**src/rtl/pm2_seq_div_if.sv**
```systemverilog
// Start/busy/done handshake bundle for the pm2 sequential divider.
// The master issues operands and start; the slave returns results.
interface pm2_seq_div_if #(
  parameter int DW = 4,
  parameter int VW = 2
);
  logic          start;
  logic [DW-1:0] dividend;
  logic [VW-1:0] divisor;
  logic          busy;
  logic          done;
  logic [DW-1:0] quotient;
  logic [VW-1:0] remainder;
  logic          div_by_zero;

  modport master (
    output start, dividend, divisor,
    input  busy, done, quotient, remainder, div_by_zero
  );

  modport slave (
    input  start, dividend, divisor,
    output busy, done, quotient, remainder, div_by_zero
  );
endinterface

```
**src/rtl/pm2_seq_div.sv**
```systemverilog
// Restoring divider inverting pm2: DW-bit dividend over VW-bit divisor.
// Produces one quotient bit per clock; a zero divisor completes on the next edge.
module pm2_seq_div #(
  parameter int DW = 4,
  parameter int VW = 2
) (
  input  logic          clk_i,
  input  logic          rst_i,
  pm2_seq_div_if.slave  bus
);
  localparam int CW = $clog2(DW + 1);

  typedef enum logic [0:0] {IDLE = 1'b0, CALC = 1'b1} state_e;

  state_e        state_q;
  logic [DW-1:0] q_q;
  logic [VW-1:0] d_q;
  logic [VW-1:0] r_q;
  logic [CW-1:0] cnt_q;
  logic          busy_q;
  logic          done_q;
  logic [DW-1:0] quot_q;
  logic [VW-1:0] rem_q;
  logic          dbz_q;

  logic [VW:0]   t_s;
  logic          ge_s;
  logic [DW-1:0] q_d;
  logic [VW-1:0] r_d;

  // One restoring step; the remainder stays below the divisor so VW bits hold it.
  always_comb begin
    t_s  = {r_q, q_q[DW-1]};
    ge_s = (t_s >= {1'b0, d_q});
    q_d  = {q_q[DW-2:0], ge_s};
    if (ge_s) begin
      r_d = VW'(t_s - {1'b0, d_q});
    end else begin
      r_d = t_s[VW-1:0];
    end
  end

  // Control FSM with operand capture, stepping and registered results.
  always_ff @(posedge clk_i or posedge rst_i) begin
    if (rst_i) begin
      state_q <= IDLE;
      q_q     <= {DW{1'b0}};
      d_q     <= {VW{1'b0}};
      r_q     <= {VW{1'b0}};
      cnt_q   <= {CW{1'b0}};
      busy_q  <= 1'b0;
      done_q  <= 1'b0;
      quot_q  <= {DW{1'b0}};
      rem_q   <= {VW{1'b0}};
      dbz_q   <= 1'b0;
    end else begin
      done_q <= 1'b0;
      case (state_q)
        IDLE: begin
          if (bus.start) begin
            q_q     <= bus.dividend;
            d_q     <= bus.divisor;
            r_q     <= {VW{1'b0}};
            cnt_q   <= CW'(DW);
            busy_q  <= 1'b1;
            state_q <= CALC;
          end
        end
        CALC: begin
          if (d_q == {VW{1'b0}}) begin
            quot_q  <= {DW{1'b1}};
            rem_q   <= {VW{1'b0}};
            dbz_q   <= 1'b1;
            done_q  <= 1'b1;
            busy_q  <= 1'b0;
            cnt_q   <= {CW{1'b0}};
            state_q <= IDLE;
          end else begin
            q_q   <= q_d;
            r_q   <= r_d;
            cnt_q <= cnt_q - CW'(1);
            if (cnt_q == CW'(1)) begin
              quot_q  <= q_d;
              rem_q   <= r_d;
              dbz_q   <= 1'b0;
              done_q  <= 1'b1;
              busy_q  <= 1'b0;
              state_q <= IDLE;
            end
          end
        end
        default: begin
          state_q <= IDLE;
          busy_q  <= 1'b0;
        end
      endcase
    end
  end

  assign bus.busy        = busy_q;
  assign bus.done        = done_q;
  assign bus.quotient    = quot_q;
  assign bus.remainder   = rem_q;
  assign bus.div_by_zero = dbz_q;
endmodule

```
**src/flat_wrapper.sv**
```systemverilog
// flat-port wrapper written by rule: the top's interface ports become plain ports
module pm2_seq_div_flat 
#(
  parameter int DW = 4,
  parameter int VW = 2
)
  (clk_i, rst_i, bus_start, bus_dividend, bus_divisor, bus_busy, bus_done, bus_quotient, bus_remainder, bus_div_by_zero);
  pm2_seq_div_if #(.DW(DW), .VW(VW)) bus_i ();
  input  logic clk_i;
  input  logic rst_i;
  input wire logic [$bits(bus_i.start)-1:0] bus_start;
  input wire logic [$bits(bus_i.dividend)-1:0] bus_dividend;
  input wire logic [$bits(bus_i.divisor)-1:0] bus_divisor;
  output wire logic [$bits(bus_i.busy)-1:0] bus_busy;
  output wire logic [$bits(bus_i.done)-1:0] bus_done;
  output wire logic [$bits(bus_i.quotient)-1:0] bus_quotient;
  output wire logic [$bits(bus_i.remainder)-1:0] bus_remainder;
  output wire logic [$bits(bus_i.div_by_zero)-1:0] bus_div_by_zero;
  assign bus_i.start = bus_start;
  assign bus_i.dividend = bus_dividend;
  assign bus_i.divisor = bus_divisor;
  assign bus_busy = bus_i.busy;
  assign bus_done = bus_i.done;
  assign bus_quotient = bus_i.quotient;
  assign bus_remainder = bus_i.remainder;
  assign bus_div_by_zero = bus_i.div_by_zero;
  pm2_seq_div #(.DW(DW), .VW(VW)) u_core (.clk_i(clk_i), .rst_i(rst_i), .bus(bus_i));
endmodule
```
**config.mk**
```make
export PLATFORM = sky130hd
export DESIGN_NAME = pm2_seq_div_flat
export DESIGN_NICKNAME = d
export VERILOG_FILES = /design/src/rtl/pm2_seq_div_if.sv /design/src/rtl/pm2_seq_div.sv /design/src/flat_wrapper.sv
export SDC_FILE = /design/constraint.sdc
export NUM_CORES = 1
export LEC_CHECK = 0
export ABC_CLOCK_PERIOD_IN_PS = 2400
export CORE_ASPECT_RATIO = 0.7
export CORE_UTILIZATION = 49
export DETAILED_ROUTE_END_ITERATION = 16
export PLACE_DENSITY = 0.75
export SETUP_SLACK_MARGIN = 0.1
export SLEW_MARGIN = 20
export SYNTH_ARGS = -nofsm -noshare
export SYNTH_HDL_FRONTEND = slang
export SYNTH_SLANG_ARGS = --single-unit
```
**constraint.sdc**
```tcl
create_clock -name clk_i -period 2.4 [get_ports clk_i]
set_input_delay 0.24 -clock clk_i [delete_from_list [all_inputs] [get_ports clk_i]]
set_output_delay 0.24 -clock clk_i [all_outputs]
set_load 0.05 [all_outputs]
```
==> results.cfg, run 1 <==
[routing]
drt_iter0_markers = 14
drc = 0
first_pass_iters = 4
routed_via_density = 5.59
final_antenna_net_count = 0
wl_um = 2010
wire_per_inst_um = 14.9
dr_total_vias = 754

[yosys]
synth_seq_area_share_pct = 52.1
yosys_most_used_dff = dfrtp_1
yosysMostFrequentCell = dfrtp_1
syn_area_um2 = 1010
synthDistinctLibCells = 34
netlist_top_cells_area = dfrtp_1 52%, ha_1 5.0%, nor2b_1 3.1%
synth_top_area_share_pct = 52.1
synth_common_cells = 21 x dfrtp_1, 8 x inv_1, 7 x nand2_1
synthArstFlopShare_pct = 100
syn_inst = 93
syn_nets = 106
synth_edf_count = 0
yosysWarnings = 0
synth.avg_cell_area_um2 = 10.8
synth-seq-cells = 21
yosysTopAreaCell = dfrtp_1

[clock_network]
clk_path_buf_depth = 2
worstSkewPairLatency_ps = 310
clock_sinks = 21
h-tree-depth = 1
cts_setup_buffers = 0
clk_pin_slew_ps = 120
cts_resized = 0
root_buffer = clkbuf_4
cts_hold_buf = 0
cts_buffers = 3
cts_tree = done

[floorplanning]
ios = 18
fp.dieW_um = 56.2
rows = 13
coreArea_um2 = 1900
die_h_um = 40.0
die_area_um2 = 2250
start_util_pct = 53.0

[status]
status = finished clean

[power]
leakagePower_nw = 0.565
p_per_area_nw_per_um2 = 1460
ir_drop_mv = 0.916

[critical_path]
crit_chain = inv_1 -> ha_1 -> or3_2 -> a21oi_1 -> a32o_1
slowest_delay_ps = 460
crit_slowest_cell = or3_2
critPathLaunchType = flop
arrival_ps = 2010
crit_fanout = 6
cp_data_required_time_ps = 2650
crit_path_end_kind = flop
crit_type = reg -> reg
critPathBufInv = 1
cp_top_family = simple AND/OR/NAND/NOR gates

[finish]
syn_to_final_growth_pct = 22.6
final_nets = 127
final_core_util_pct = 65.0
fillers = 156
multi_input_area_um2 = 440
layout-drive-gt1-share_pct = 9.73
register_area_um2 = 526
antennaDiodeCount = 0

[timing]
max_freq_mhz = 567
hold_violations = 0
skew_ps = 7.33
setup_tns_ps = 0
finalCritPeriodShare_pct = 73.5
finalMaxSlewViolations = 0
worst_slew_pin_slew_ps = 779
slew_headroom_pct = 48.0
setup_viol = 0
rsz0062_at_grt = false
finalCriticalPeriod_ps = 1760

[global_routing]
antenna_found_initial = 0
grt_pass1_wl_um = 3250
gr-usage-all-layers_pct = 20.8
grt_remaining_overflow = 0
grt_pass1_vias = 667
grt_max_degree = 22

[run]
max_cap_viol_count = 0

[placement]
gp_congestion = 0.832
dp_hpwl_um = 1530
port_buffers = 17

[worst_hold_path]
hold_class = in -> async
==> path summary, 6_finish.rpt <==
check,from,end,slack [ps],cells after the start
setup reg to reg,u_core.d_q[1],u_core.bus.remainder[0],640,5
hold reg to reg,u_core.bus.quotient[1],u_core.bus.quotient[1],520,1
max in group asynchronous,rst_i,u_core.d_q[1],1550,2
setup / recovery,u_core.d_q[1],u_core.bus.remainder[0],640,5
min in group clk_i,u_core.bus.quotient[1],u_core.bus.quotient[1],520,1
hold / removal,rst_i,u_core.bus.quotient[2],360,2
==> cells in the final DEF (no fill, tap or decap), types with 3 or more instances in the layout <==
cell type	count
dfrtp_1	21
nand2_1	7
nor2b_1	5
a21o_1	3
and3_1	3
inv_1	8
o22a_1	3
nor2_1	5
clkbuf_4	3
a221o_1	3
o21ai_0	4
ha_1	4
clkdlybuf4s50_1	17
==> cells by family after synthesis <==
group	count (synthesis)	synth area share (%)
fa+ha+maj	4	4.96
buf+inv	11	4.22
mux	2	2.11
flops	21	52.1
compound gates	27	21.6
simple gates	28	15.0
==> per-layer routing <==
layer  track usage [%]  wire (um)  up-vias
li1                  -          -      373
met1              28.5       1050      352
met2              29.2        819       20
met3              7.10         89        9
met4              11.6         52        0
met5                 0          0        -
==> per-stage QoR <==
step | area [um^2] | power [mW] | setup slack (ps) | hold WS [ps] | instances
final | 1240 | 1.81 | 637 | 360 | 135
after global routing | 1240 | 1.95 | 508 | 447 | 135
after CTS | 1240 | 1.82 | 646 | 388 | 135
after detailed placement | 1210 | 1.65 | 627 | 498 | 131
after global placement | 1210 | 1.61 | 703 | 487 | 131
after floorplan | 1010 | 1.36 | 833 | 217 | 93
==> flip-flops by register name (all words and copies together) (netlist names) <==
register,cells
u_core.bus.done,1
u_core.d_q,2
u_core.bus.remainder,2
u_core.cnt_q,3
u_core.q_q,4
u_core.bus.quotient,4
u_core.bus.div_by_zero,1
u_core.r_q,2
u_core.bus.busy,1
u_core.state_q,1
==> area by class of cell <==
cell class	instances	area share, %
multi-input cells	61	35.6
flip-flops and latches	21	42.5
well taps	22	2.23
clock buffers	3	1.82
clock inverters	1	0.405
inverters	8	2.43
repair buffers	19	15.0
==> where the power goes <==
part / switching, mW / internal, mW / leakage, nW / total [mW]
Clock: 0.109 / 0.0623 / 0.0177 / 0.171
Sequential: 0.125 / 0.501 / 0.246 / 0.625
Combinational: 0.573 / 0.441 / 0.301 / 1.01
No activity file was read; power rests on OpenSTA's default activity.
==> inputs of run 2 (changes only) <==
--- a/config.mk
+++ b/config.mk
@@ -5,11 +5,11 @@
 export SDC_FILE = /design/constraint.sdc
 export NUM_CORES = 1
 export LEC_CHECK = 0
-export ABC_CLOCK_PERIOD_IN_PS = 2400
+export ABC_CLOCK_PERIOD_IN_PS = 1500
 export CORE_ASPECT_RATIO = 0.7
-export CORE_UTILIZATION = 49
+export CORE_UTILIZATION = 45
 export DETAILED_ROUTE_END_ITERATION = 16
-export PLACE_DENSITY = 0.75
+export PLACE_DENSITY = 0.73
 export SETUP_SLACK_MARGIN = 0.1
 export SLEW_MARGIN = 20
 export SYNTH_ARGS = -nofsm -noshare
==> constraint.sdc (replaced) <==
create_clock -name clk_i -period 1.5 [get_ports clk_i]
set_input_delay 0.15 -clock clk_i [delete_from_list [all_inputs] [get_ports clk_i]]
set_output_delay 0.15 -clock clk_i [all_outputs]
set_load 0.05 [all_outputs]
==> results.cfg, run 2 (synthesis results as in run 1) <==
[routing]
drc = 0
wire_per_inst_um = 14.4
dr_total_vias = 912
routed_via_density = 5.36
drt_iter0_markers = 40
wl_um = 2450
final_antenna_net_count = 0
first_pass_iters = 4

[critical_path]
r2r-start = u_core.d_q[1]
critPathLaunchType = flop
crit_slowest_cell = dfrtp_1
crit_chain = inv_2 -> ha_4 -> or2_4 -> or3_4 -> a32o_1
slowest_delay_ps = 390
crit_type = reg -> reg
cp.depth = 5
arrival_ps = 1790
cp_data_required_time_ps = 1710
crit_fanout = 3
critPathBufInv = 1
crit_path_end_kind = flop
startpoint = u_core.d_q[1]
rr_worst_depth = 5
cp_top_family = simple AND/OR/NAND/NOR gates

[run]
max_cap_viol_count = 0

[placement]
port_buffers = 17
gp_congestion = 0.837
dp_hpwl_um = 1670
placed_cell_area_um2 = 1350

[finish]
antennaDiodeCount = 0
final_common_cell = buf_4
final_area_um2 = 1520
final_cell_mix = 35 x buf_4, 20 x dfrtp_1, 8 x clkdlybuf4s50_1, 7 x nand2_1, 5 x inv_1
multi_input_area_um2 = 523
register_area_um2 = 527
final_nets = 154
syn_to_final_growth_pct = 50.9
layout-drive-gt1-share_pct = 46.4
fillers = 133

[timing]
finalCriticalPeriod_ps = 1580
hold_violations = 0
slew_headroom_pct = 75.8
setup_viol = 5
max_freq_mhz = 633
layout_setup_ws_ps = -80.1
skew_ps = 3.45
finalMaxSlewViolations = 0
worst_slew_pin_slew_ps = 362
finalCritPeriodShare_pct = 105
rsz0062_at_grt = true

[clock_network]
cts_buffers = 3
cts_tree = done
clock_sinks = 21
h-tree-depth = 1
clk_pin_slew_ps = 120
root_buffer = clkbuf_4
worstSkewPairLatency_ps = 310
clk_path_buf_depth = 2

[floorplanning]
rows = 13
fp.dieW_um = 58.6
coreArea_um2 = 1980
die_area_um2 = 2440
start_util_pct = 50.8
die_h_um = 41.6
ios = 18

[global_routing]
grt_remaining_overflow = 0
gr-usage-all-layers_pct = 22.2
grt_max_degree = 22
antenna_found_initial = 0
grt_pass1_wl_um = 4040
grt_pass1_vias = 860

[power]
seqPwrFrac_pct = 27.0
swShare_pct = 41.5
p_per_area_nw_per_um2 = 2470
pwr-share-comb_pct = 65.5
ir_drop_mv = 1.28
switchingPower_mw = 1.56
total_power_mw = 3.76
p_int_mw = 2.20
leakagePower_nw = 0.713
clkPwrFrac_pct = 7.4

[status]
violations = negative setup slack
status = finished with violations

[worst_hold_path]
hold_class = in -> async
## run 2: area by class of cell
class | count | area share, %
inverters | 8 | 1.97
clock inverters | 1 | 0.329
repair buffers | 46 | 24.8
well taps | 30 | 2.47
flip-flops and latches | 21 | 34.6
multi-input cells | 61 | 34.4
clock buffers | 3 | 1.48
## run 2: repair_timing
| action | 4_1_cts | 5_1_grt |
|---|---|---|
| setup endpoints to repair | 12 | 11 |
| gates resized for setup | 10 | 12 |
| hold buffers | 0 | 0 |
| buffers inserted | 3 | 7 |
| pin swaps | 6 | 9 |
| gates cloned | 0 | 0 |
## run 2: per-stage QoR
step / util [%] / setup TNS [ps] / hold WS (ps) / worst slack [ps] / cells
floorplan: - / -94.3 / 127 / -29.1 / 93
global route: 76.7 / -424 / 168 / -104 / 170
CTS: 71.9 / -262 / 163 / -65.9 / 163
global placement: 67.8 / -346 / 485 / -96.2 / 157
finish: 76.7 / -184 / 146 / -80.1 / 170
detailed placement: 67.8 / -565 / 489 / -138 / 157
## run 2: worst min-delay path: cells and delay by family
family	cells	cell delay (ps)
buf+inv	3	710
## run 2: path summary, 6_finish.rpt
path                                           end  slack (ps)
max                                  u_core.r_q[0]         -80
min in group clk_i                   u_core.d_q[1]         390
max in group asynchronous           u_core.state_q        1120
max reg2reg                          u_core.r_q[0]         -80
min reg2reg                u_core.bus.remainder[0]         510
min                                  u_core.q_q[2]         150
## run 2: layer usage
layer  share of wire, %  global-route usage (%)  vias to the layer above  routed length [um]
met4               0.57                    2.86                        0                  14
met3                4.7                    6.85                        4                 116
met2                 45                    34.5                       24                1110
li1                   -                       -                      433                   -
met1                 50                    31.5                      451                1220
met5                  0                       0                        -                   0
## run 2: power groups by stage
stage          combinational (mW)  clock [mW]  sequential, mW
2_1_floorplan               0.989           0            1.23
3_5_place_dp                 1.94           0           0.999
6_report                     2.47       0.280            1.02
4_1_cts                      2.13       0.279           0.995
3_3_place_gp                 1.89           0           0.987
5_1_grt                      2.66       0.304            1.05
